### src/rtl/pll_cfg_pkg.sv
// ============================================================================
// Module   : pll_cfg_pkg
// Brief    : Shared register map, state encoding and register-set type for
//            the PLL configuration shadow target.
// Revision : 1.0 - initial release
// ============================================================================
`default_nettype none

package pll_cfg_pkg;

  localparam int ADDR_W = 6;
  localparam int DATA_W = 32;

  localparam logic [ADDR_W-1:0] ADDR_MODE   = 6'd0;
  localparam logic [ADDR_W-1:0] ADDR_STATUS = 6'd1;
  localparam logic [ADDR_W-1:0] ADDR_START  = 6'd2;
  localparam logic [ADDR_W-1:0] ADDR_N      = 6'd3;
  localparam logic [ADDR_W-1:0] ADDR_M      = 6'd4;
  localparam logic [ADDR_W-1:0] ADDR_C0     = 6'd5;
  localparam logic [ADDR_W-1:0] ADDR_K      = 6'd7;
  localparam logic [ADDR_W-1:0] ADDR_BW     = 6'd8;
  localparam logic [ADDR_W-1:0] ADDR_CP     = 6'd9;

  typedef enum logic [1:0] {
    IDLE   = 2'd0,
    APPLY  = 2'd1,
    RELOCK = 2'd2
  } state_t;

  typedef struct packed {
    logic [DATA_W-1:0] n;
    logic [DATA_W-1:0] m;
    logic [DATA_W-1:0] c0;
    logic [DATA_W-1:0] k;
    logic [DATA_W-1:0] bw;
    logic [DATA_W-1:0] cp;
  } cfg_regs_t;

endpackage

`default_nettype wire

### src/rtl/pll_cfg_shadow_if.sv
// ============================================================================
// Module   : pll_cfg_shadow_if
// Brief    : Avalon-MM management bus bundle with master/slave views.
// Revision : 1.0 - initial release
// ============================================================================
`default_nettype none

interface pll_cfg_shadow_if;

  logic [pll_cfg_pkg::ADDR_W-1:0] mgmt_address;
  logic                           mgmt_write;
  logic [pll_cfg_pkg::DATA_W-1:0] mgmt_writedata;
  logic                           mgmt_read;
  logic [pll_cfg_pkg::DATA_W-1:0] mgmt_readdata;
  logic                           mgmt_readdatavalid;
  logic                           mgmt_waitrequest;

  modport master (
    output mgmt_address, mgmt_write, mgmt_writedata, mgmt_read,
    input  mgmt_readdata, mgmt_readdatavalid, mgmt_waitrequest
  );

  modport slave (
    input  mgmt_address, mgmt_write, mgmt_writedata, mgmt_read,
    output mgmt_readdata, mgmt_readdatavalid, mgmt_waitrequest
  );

endinterface

`default_nettype wire

### src/rtl/pll_cfg_timer.sv
// ============================================================================
// Module   : pll_cfg_timer
// Brief    : Loadable down-counter that parks at zero and flags it.
// Revision : 1.0 - initial release
// ============================================================================
`default_nettype none

module pll_cfg_timer #(
  parameter int               WIDTH   = 8,
  parameter logic [WIDTH-1:0] RST_VAL = '0
) (
  input  logic             CLK_50M,
  input  logic             RESET,
  input  logic             load_i,
  input  logic [WIDTH-1:0] load_val_i,
  output logic             zero_o
);

  logic [WIDTH-1:0] count_q;

  always_ff @(posedge CLK_50M) begin
    if (RESET) begin
      count_q <= RST_VAL;
    end else if (load_i) begin
      count_q <= load_val_i;
    end else if (count_q != '0) begin
      count_q <= count_q - 1'b1;
    end
  end

  assign zero_o = (count_q == '0);

endmodule

`default_nettype wire

### src/rtl/pll_cfg_shadow.sv
// ============================================================================
// Module   : pll_cfg_shadow
// Brief    : Behavioural PLL reconfiguration target: staging/active registers
//            and a timed apply-then-relock sequence. Readback path is built
//            only when PLL_CFG_SHADOW_READ_EN is defined.
// Revision : 1.0 - initial release
// ============================================================================
`default_nettype none

module pll_cfg_shadow
  import pll_cfg_pkg::*;
#(
  parameter int APPLY_CYCLES = 64,
  parameter int LOCK_CYCLES  = 256
) (
  input  logic                   CLK_50M,
  input  logic                   RESET,
  input  logic                   pll_rst,
  pll_cfg_shadow_if.slave        mgmt,
  output logic                   pll_locked,
  output logic [DATA_W-1:0]      active_m,
  output logic [DATA_W-1:0]      active_k,
  output logic [DATA_W-1:0]      active_c0,
  output logic [15:0]            apply_count,
  output logic                   status_overrun
);

  localparam int CNT_MAX = (APPLY_CYCLES > LOCK_CYCLES) ? APPLY_CYCLES : LOCK_CYCLES;
  localparam int CNT_W   = (CNT_MAX > 1) ? $clog2(CNT_MAX) : 1;
  localparam logic [CNT_W-1:0] APPLY_RELOAD = CNT_W'(APPLY_CYCLES - 1);
  localparam logic [CNT_W-1:0] LOCK_RELOAD  = CNT_W'(LOCK_CYCLES - 1);

  state_t           state_q, state_d;
  cfg_regs_t        stage_q, active_q;
  logic             mode_q, overrun_q, pending_q;
  logic [15:0]      apply_count_q;
  logic             tmr_load, tmr_zero;
  logic [CNT_W-1:0] tmr_val;
  logic             waitreq, wr_acc, wr_start, start_go, done_evt, overrun_set;

  assign waitreq  = (state_q == APPLY) && !mode_q;
  assign wr_acc   = mgmt.mgmt_write && !waitreq;
  assign wr_start = wr_acc && (mgmt.mgmt_address == ADDR_START);

  pll_cfg_timer #(
    .WIDTH   (CNT_W),
    .RST_VAL (LOCK_RELOAD)
  ) u_timer (
    .CLK_50M    (CLK_50M),
    .RESET      (RESET),
    .load_i     (tmr_load),
    .load_val_i (tmr_val),
    .zero_o     (tmr_zero)
  );

  always_ff @(posedge CLK_50M) begin
    if (RESET) state_q <= RELOCK;
    else       state_q <= state_d;
  end

  // External PLL reset outranks everything and keeps the lock timer reloaded.
  always_comb begin
    state_d     = state_q;
    tmr_load    = 1'b0;
    tmr_val     = LOCK_RELOAD;
    start_go    = 1'b0;
    done_evt    = 1'b0;
    overrun_set = wr_start && (state_q != IDLE);
    if (pll_rst) begin
      state_d  = RELOCK;
      tmr_load = 1'b1;
    end else begin
      case (state_q)
        IDLE: begin
          if (wr_start) begin
            state_d  = APPLY;
            tmr_load = 1'b1;
            tmr_val  = APPLY_RELOAD;
            start_go = 1'b1;
          end
        end
        APPLY: begin
          if (tmr_zero) begin
            state_d  = RELOCK;
            tmr_load = 1'b1;
          end
        end
        RELOCK: begin
          if (tmr_zero) begin
            state_d  = IDLE;
            done_evt = 1'b1;
          end
        end
        default: begin
          state_d  = RELOCK;
          tmr_load = 1'b1;
        end
      endcase
    end
  end

  // pending_q keeps power-up and pll_rst-only relocks out of apply_count.
  always_ff @(posedge CLK_50M) begin
    if (RESET) begin
      stage_q       <= '0;
      active_q      <= '0;
      mode_q        <= 1'b0;
      overrun_q     <= 1'b0;
      pending_q     <= 1'b0;
      apply_count_q <= '0;
    end else begin
      if (start_go) begin
        active_q  <= stage_q;
        pending_q <= 1'b1;
      end
      if (done_evt && pending_q) begin
        apply_count_q <= apply_count_q + 16'd1;
        pending_q     <= 1'b0;
      end
      if (overrun_set) begin
        overrun_q <= 1'b1;
      end else if (wr_acc && (mgmt.mgmt_address == ADDR_STATUS)) begin
        overrun_q <= 1'b0;
      end
      if (wr_acc) begin
        case (mgmt.mgmt_address)
          ADDR_MODE: mode_q     <= mgmt.mgmt_writedata[0];
          ADDR_N:    stage_q.n  <= mgmt.mgmt_writedata;
          ADDR_M:    stage_q.m  <= mgmt.mgmt_writedata;
          ADDR_C0:   stage_q.c0 <= mgmt.mgmt_writedata;
          ADDR_K:    stage_q.k  <= mgmt.mgmt_writedata;
          ADDR_BW:   stage_q.bw <= mgmt.mgmt_writedata;
          ADDR_CP:   stage_q.cp <= mgmt.mgmt_writedata;
          default: ;
        endcase
      end
    end
  end

`ifdef PLL_CFG_SHADOW_READ_EN
  logic [DATA_W-1:0] rdata_q, rdata_d;
  logic              rvalid_q, rd_acc;

  // A read that coincides with a write is dropped.
  assign rd_acc = mgmt.mgmt_read && !mgmt.mgmt_write && !waitreq;

  always_comb begin
    rdata_d = '0;
    case (mgmt.mgmt_address)
      ADDR_MODE:   rdata_d = {31'd0, mode_q};
      ADDR_STATUS: rdata_d = {30'd0, overrun_q, (state_q == IDLE)};
      ADDR_N:      rdata_d = stage_q.n;
      ADDR_M:      rdata_d = stage_q.m;
      ADDR_C0:     rdata_d = stage_q.c0;
      ADDR_K:      rdata_d = stage_q.k;
      ADDR_BW:     rdata_d = stage_q.bw;
      ADDR_CP:     rdata_d = stage_q.cp;
      default:     rdata_d = '0;
    endcase
  end

  always_ff @(posedge CLK_50M) begin
    if (RESET) begin
      rdata_q  <= '0;
      rvalid_q <= 1'b0;
    end else begin
      rvalid_q <= rd_acc;
      if (rd_acc) rdata_q <= rdata_d;
    end
  end

  assign mgmt.mgmt_readdata      = rdata_q;
  assign mgmt.mgmt_readdatavalid = rvalid_q;
`else
  logic unused_read;
  assign unused_read             = mgmt.mgmt_read;
  assign mgmt.mgmt_readdata      = '0;
  assign mgmt.mgmt_readdatavalid = 1'b0;
`endif

  assign mgmt.mgmt_waitrequest = waitreq;
  assign pll_locked            = (state_q == IDLE);
  assign active_m              = active_q.m;
  assign active_k              = active_q.k;
  assign active_c0             = active_q.c0;
  assign apply_count           = apply_count_q;
  assign status_overrun        = overrun_q;

endmodule

`default_nettype wire

### src/flat_wrapper.sv
// flat-port wrapper written by rule: the top's interface ports become plain ports
module pll_cfg_shadow_flat import pll_cfg_pkg::*;
#(
  parameter int APPLY_CYCLES = 64,
  parameter int LOCK_CYCLES  = 256
)
  (CLK_50M, RESET, pll_rst, pll_locked, active_m, active_k, active_c0, apply_count, status_overrun, mgmt_mgmt_address, mgmt_mgmt_write, mgmt_mgmt_writedata, mgmt_mgmt_read, mgmt_mgmt_readdata, mgmt_mgmt_readdatavalid, mgmt_mgmt_waitrequest);
  pll_cfg_shadow_if mgmt_i ();
  input  logic CLK_50M;
  input  logic RESET;
  input  logic pll_rst;
  output logic pll_locked;
  output logic [DATA_W-1:0] active_m;
  output logic [DATA_W-1:0] active_k;
  output logic [DATA_W-1:0] active_c0;
  output logic [15:0] apply_count;
  output logic status_overrun;
  input wire logic [$bits(mgmt_i.mgmt_address)-1:0] mgmt_mgmt_address;
  input wire logic [$bits(mgmt_i.mgmt_write)-1:0] mgmt_mgmt_write;
  input wire logic [$bits(mgmt_i.mgmt_writedata)-1:0] mgmt_mgmt_writedata;
  input wire logic [$bits(mgmt_i.mgmt_read)-1:0] mgmt_mgmt_read;
  output wire logic [$bits(mgmt_i.mgmt_readdata)-1:0] mgmt_mgmt_readdata;
  output wire logic [$bits(mgmt_i.mgmt_readdatavalid)-1:0] mgmt_mgmt_readdatavalid;
  output wire logic [$bits(mgmt_i.mgmt_waitrequest)-1:0] mgmt_mgmt_waitrequest;
  assign mgmt_i.mgmt_address = mgmt_mgmt_address;
  assign mgmt_i.mgmt_write = mgmt_mgmt_write;
  assign mgmt_i.mgmt_writedata = mgmt_mgmt_writedata;
  assign mgmt_i.mgmt_read = mgmt_mgmt_read;
  assign mgmt_mgmt_readdata = mgmt_i.mgmt_readdata;
  assign mgmt_mgmt_readdatavalid = mgmt_i.mgmt_readdatavalid;
  assign mgmt_mgmt_waitrequest = mgmt_i.mgmt_waitrequest;
  pll_cfg_shadow #(.APPLY_CYCLES(APPLY_CYCLES), .LOCK_CYCLES(LOCK_CYCLES)) u_core (.CLK_50M(CLK_50M), .RESET(RESET), .pll_rst(pll_rst), .mgmt(mgmt_i), .pll_locked(pll_locked), .active_m(active_m), .active_k(active_k), .active_c0(active_c0), .apply_count(apply_count), .status_overrun(status_overrun));
endmodule
### config.mk
export PLATFORM = sky130hd
export DESIGN_NAME = pll_cfg_shadow_flat
export DESIGN_NICKNAME = d
export VERILOG_FILES = /design/src/rtl/pll_cfg_pkg.sv /design/src/rtl/pll_cfg_shadow_if.sv /design/src/rtl/pll_cfg_timer.sv /design/src/rtl/pll_cfg_shadow.sv /design/src/flat_wrapper.sv
export SDC_FILE = /design/constraint.sdc
export NUM_CORES = 1
export LEC_CHECK = 0
export ABC_AREA = 1
export BUFFER_PORTS_ARGS = -buffer_cell sky130_fd_sc_hd__buf_2
export CAP_MARGIN = 20
export CORE_ASPECT_RATIO = 0.75
export CORE_MARGIN = 3
export CORE_UTILIZATION = 55
export DETAILED_ROUTE_END_ITERATION = 10
export GPL_TIMING_DRIVEN = 0
export HOLD_SLACK_MARGIN = 0.1
export PLACE_DENSITY = 0.81
export SYNTH_ARGS = -nofsm -noshare
export SYNTH_HDL_FRONTEND = slang
export SYNTH_SLANG_ARGS = --single-unit
### constraint.sdc
create_clock -name CLK_50M -period 4.4 [get_ports CLK_50M]
set_clock_uncertainty 0.15 [all_clocks]
set_input_delay 1.32 -clock CLK_50M [delete_from_list [all_inputs] [get_ports CLK_50M]]
set_output_delay 1.32 -clock CLK_50M [all_outputs]
set_load 0.01 [all_outputs]
# Word-level counts from Yosys, hierarchy flattened
# Index checks and enable logic that the tools add are counted.
op_classes:
  addsub: 2
  mul: 0
  div: 0
  order_cmp: 0
  n_eq_ne: 10
  shift: 0
  n_mux: 19
  bitwise: 0
  reduce_logical: 22
op_table:
  columns: ["op", "count"]
  rows:
  - ["$mux 8", 5]
  - ["$eq 6x3->1 const B", 3]
  - ["$add 16x1->16 const B", 1]
  - ["$mux 1", 9]
  - ["$logic_not 8->1", 1]
  - ["$reduce_and 2->1", 4]
  - ["$reduce_bool 8->1", 1]
  - ["$sub 8x1->8 const B", 1]
  - ["$eq 6x1->1 const B", 1]
  - ["$eq 6x2->1 const B", 1]
  - ["$logic_and 1x1->1", 6]
  - ["$logic_not 6->1", 1]
  - ["$mux 2", 3]
  - ["$ne 2x1->1 const B", 3]
  - ["$pmux 2 s3", 1]
  - ["$reduce_bool 2->1", 3]
  - ["$reduce_or 2->1", 2]
  - ["$pmux 1 s3", 1]
  - ["$reduce_and 3->1", 1]
  - ["$eq 2x1->1 const B", 1]
  - ["$eq 2x2->1 const B", 1]
  - ["$logic_not 1->1", 2]
  - ["$logic_not 2->1", 1]
word_totals:
  regBits: 221
  latch_bits: 0
  mem_bits_rw: 0
  romBits: 0
  word_cells: 65
  mem_count: 0

# Logic depth before layout (Yosys ltp)
depth:
  depth_word: 9
  ltp_mapped: 11
  mapped_depth_nobuf: 9

# By module
# From an unflattened synthesis, not the netlist that was laid out.
unflattened:
  hier_cells: 1533
  hier_area_um2: 10078.4
by_module_without_submodules:
  columns: ["module", "instances", "cells_per_inst", "area_each_um2", "seq_area_each_um2"]
  rows:
  - ["pll_cfg_shadow", 1, 1458, 9571.7, 4264.1]
  - ["pll_cfg_timer", 1, 75, 506.7, 160.2]

# Worst setup path before layout
# No wires, ideal clock.
synth_timing:
  path_kind: "input port to flip-flop"
  start: "in mgmt_mgmt_address[5]"
  end: "reg u_core.active_q (netlist bit u_core.active_c0[19])"
  setup_ns: 0.113
  arrival_time_ns: 2.313
  required_time_ns: 4.137
  slack_ns: 1.824
  path_stages: 10
  path_buffers: 2
  path_cell_list: "nor2_4 nand2_1 nor2_2 inv_2 nor2_2 nand3_2 buf_2 buf_2 nor2_1 nor2_1"
synth_via:
  elab_chain_cells: 5
synth_lines:
  columns: ["element", "line", "text"]
  rows:
  - ["start, declared", "flat_wrapper.sv:18", "input wire logic [$bits(mgmt_i.mgmt_address)-1:0] mgmt_mgmt_address;"]
  - ["$eq 6x2->1", "pll_cfg_shadow.sv:43", "assign wr_start = wr_acc && (mgmt.mgmt_address == ADDR_START);"]
  - ["$logic_and 1x1->1", "pll_cfg_shadow.sv:43", null]
  - ["$mux 1", "pll_cfg_shadow.sv:75", "if (wr_start) begin"]
  - ["$mux 1", "pll_cfg_shadow.sv:73", "case (state_q)"]
  - ["$mux 1", "pll_cfg_shadow.sv:69", "if (pll_rst) begin"]
  - ["end signal, assigned", "pll_cfg_shadow.sv:113", "active_q <= stage_q;"]
  - ["end, declared", "pll_cfg_shadow.sv:34", "cfg_regs_t stage_q, active_q;"]
# No other way between the ends.
# A chain may end at the register's enable or synchronous reset.

==> results.json <==
{
  "status": "complete, no violations",
  "stdcell_count": 1742,
  "dp_hpwl_um": 17470,
  "wl_met3_um": 1714,
  "p_clk_share_pct": 45.5,
  "powerDensity_mw_per_mm2": 363.2,
  "place_congestion": 0.8834,
  "numClockSinks": 221,
  "drc": 0,
  "ctsHoldBuffers": 0,
  "start_util_pct": 56.50,
  "slew_viol_final": 0,
  "area_growth_pct": 20.27,
  "synth_area_per_cell_um2": 6.961,
  "antenna_left": 0,
  "finalSetupViolCount": 0,
  "final.period_utilization_pct": 64.75,
  "cp-end-kind": "register",
  "clockRootBuffer": "clkbuf_16",
  "synth-seq-cells": 221,
  "dp_cells": 1705,
  "synthMuxAreaShare_pct": 0,
  "portBuffers": 155,
  "htree_levels": 1,
  "synth-xor-area-share_pct": 0.6734,
  "yosysSeqAreaShare_pct": 48.59,
  "critPathLaunchType": "input port",
  "grt_max_degree": 16,
  "async_flop_share_pct": 0,
  "path_max_fanout": 10,
  "min_path_type": "reg -> reg",
  "core.rowCount": 40,
  "whs_ns": 0.3121,
  "first_global_vias": 7962,
  "p_total_uw": 3977,
  "holdPathStages": 2,
  "synth_compound_area_share_pct": 7.008,
  "routed_wl_um": 24150,
  "cp_common_cell": "clkbuf_1",
  "worstPathArrival_ns": 3.12,
  "synth_area_mm2": 0.009105,
  "cap_violations": 0,
  "power_switching_uw": 857.3,
  "die_h_um": 117.4,
  "r2r-end": "u_core.stage_q[83]",
  "layout_min_cycle_time_ns": 2.849,
  "setup_tns_ns": 0,
  "ioPinCount": 191,
  "ys_types": 33,
  "finalHoldViolCount": 0,
  "met1_length_um": 11310,
  "cts.clk_slew.worst_paths_ns": 0.06,
  "p_leak_uw": 0.005776,
  "slew_headroom_pct": 52.30,
  "via_count": 8534,
  "dr_wl_met2_um": 10610,
  "combinationalPowerShare_pct": 3.9,
  "die_w_um": 154.6,
  "clock_latency_ns": 0.49,
  "switching_share_pct": 21.56,
  "netlist_instances": 1308,
  "dieArea_mm2": 0.01815,
  "critical_path_class": "in -> reg",
  "cts_setup_buffers": 0,
  "p_seq_share_pct": 50.6,
  "tightestPinTransition_ns": 0.7155,
  "antenna_found_initial": 0,
  "numCtsBuffers": 21,
  "worstHoldStart": "u_core.stage_q[110]",
  "synth_edf_count": 0,
  "placed_area_mm2": 0.01026,
  "worstPathCellList": "buf_2, clkinv_1, clkbuf_1, clkbuf_1, nand2_1, nor2_1",
  "wl_per_cell_um": 13.86,
  "post_drt_via_cell_ratio": 4.899,
  "r2r_slack_ns": 2.14,
  "drive_above_1_share_pct": 17.56,
  "dr.pass1.iters": 5,
  "rr_startpoint": "u_core.state_q[1]",
  "overflow": 0,
  "ctsResizeCount": 0,
  "ff2ff_path_depth": 8,
  "p_int_uw": 3120,
  "nets": 1564,
  "max_freq_mhz": 351.0,
  "synth_top_family_by_area": "simple AND/OR/NAND/NOR gates",
  "holdPathEnd": "u_core.stage_q[110]",
  "dr.max_layer_used": "met4",
  "rsz0062_at_grt": "false",
  "yosysWarnings": 0,
  "cts_tree": "built",
  "synth_adder_area_share_pct": 0.4123,
  "ir_drop_mv": 0.2372,
  "core_area_mm2": 0.01612,
  "slowest_delay_ns": 0.58,
  "critPathRequiredTime_ns": 4.67,
  "diodes": 0,
  "slowest_stage": "clkbuf_1",
  "yosys.area_share.simple_pct": 31.44,
  "postLayoutCellArea_mm2": 0.01095,
  "drt_iter0_drc": 644,
  "synth_ff_type": "dfxtp_1",
  "track_usage_pct": 25.67,
  "grt_pass1_wl_um": 38770,
  "clock_path_buffers": 3
}
## per-stage QoR
step                setup slack, ns  utilization [%]
floorplan                     1.824                -
global placement              1.115            63.69
detailed placement            1.095            63.69
CTS                           1.545            67.95
global route                  1.468            67.95
finish                        1.551            67.95
## cell type report
type                       count  area [µm²]
clock inverter                 9       95.09
inverter                     128       480.5
multi-input combinational    891        3724
sequential                   221        4424
tap                          210       262.8
clock buffer                  28       591.8
timing repair buffer         155       775.7
buffer                       100       596.8
fill                        1432        5165
## flip-flops by register name (all words and copies together), names as in the netlist
name	count
u_core.active_c0	32
u_core.active_k	32
u_core.active_m	32
u_core.apply_count	16
u_core.mode_q	1
u_core.pending_q	1
u_core.stage_q	96
u_core.state_q	2
u_core.status_overrun	1
u_core.u_timer.count_q	8
## placed cells by master (no fill, tap or decap), types with 6 or more instances in the layout
cell type  Yosys  layout
nand2_1      285     285
o21ai_0       72      72
buf_6          9       9
a21oi_1       45      45
inv_1        123     123
buf_2         21     176
conb_1         1      33
clkbuf_1      35      38
nand4_1        6       6
clkinv_2       0       7
clkbuf_16      0      21
dfxtp_1      221     221
nand3_1       52      52
nor2_1       365     365
buf_4         34      34
## critical path, delay by kind of cell
kind                   cells  cell delay (ns)
buffers and inverters      4             1.55
AND/OR/NAND/NOR            2             0.24
## cell usage after synthesis, types with 2 or more instances
master,n,area (µm²)
nor2_2,4,25.02
inv_1,123,461.7
nor2_1,365,1370
nand2_1,285,1070
clkinv_1,2,7.510
clkbuf_1,35,131.4
buf_6,9,101.4
nor3_2,2,20.02
o21ai_1,4,20.02
buf_4,34,255.2
ha_1,3,37.54
xor2_1,4,35.03
xnor2_1,3,26.28
nor3_1,2,10.01
dfxtp_1,221,4424
buf_2,21,105.1
a21oi_1,45,225.2
o21ai_0,72,360.4
inv_2,3,11.26
nand3_2,2,20.02
nand4_1,6,37.54
nand3_1,52,260.3
## power by group through the flow
stage	logic (µW)	registers, µW	clock network [µW]
global placement	148	2060	0
detailed placement	150	2060	0
floorplan	91.3	2060	0
global route	169	2010	1910
CTS	151	2010	1830
finish	154	2010	1810
## metal layers
metal,track usage [%],vias to the layer above
li1,-,4325
met1,36.77,3844
met2,40.73,320
met3,4.279,45
met4,6.067,0
met5,0,-
## worst max path at each step
stage	slack, ns	start	endpoint
global placement	1.12	RESET	u_core.active_c0[27]
detailed placement	1.10	RESET	u_core.active_m[3]
floorplan	1.82	mgmt_mgmt_address[5]	u_core.active_c0[19]
global route	1.47	RESET	u_core.active_m[3]
CTS	1.54	u_core.state_q[0]	pll_locked
finish	1.55	RESET	u_core.active_m[3]
## cell families (layout without fill, tap and decap cells)
kind of cell	after synthesis	count (layout)
XOR/XNOR	7	7
adder cells (fa/ha/maj)	3	3
other	1	33
flip-flops	221	221
AO/OA/AOI/OAI	124	124
AND/OR/NAND/NOR	724	724
buffers and inverters	228	420
(Power assumes the default switching activity.)
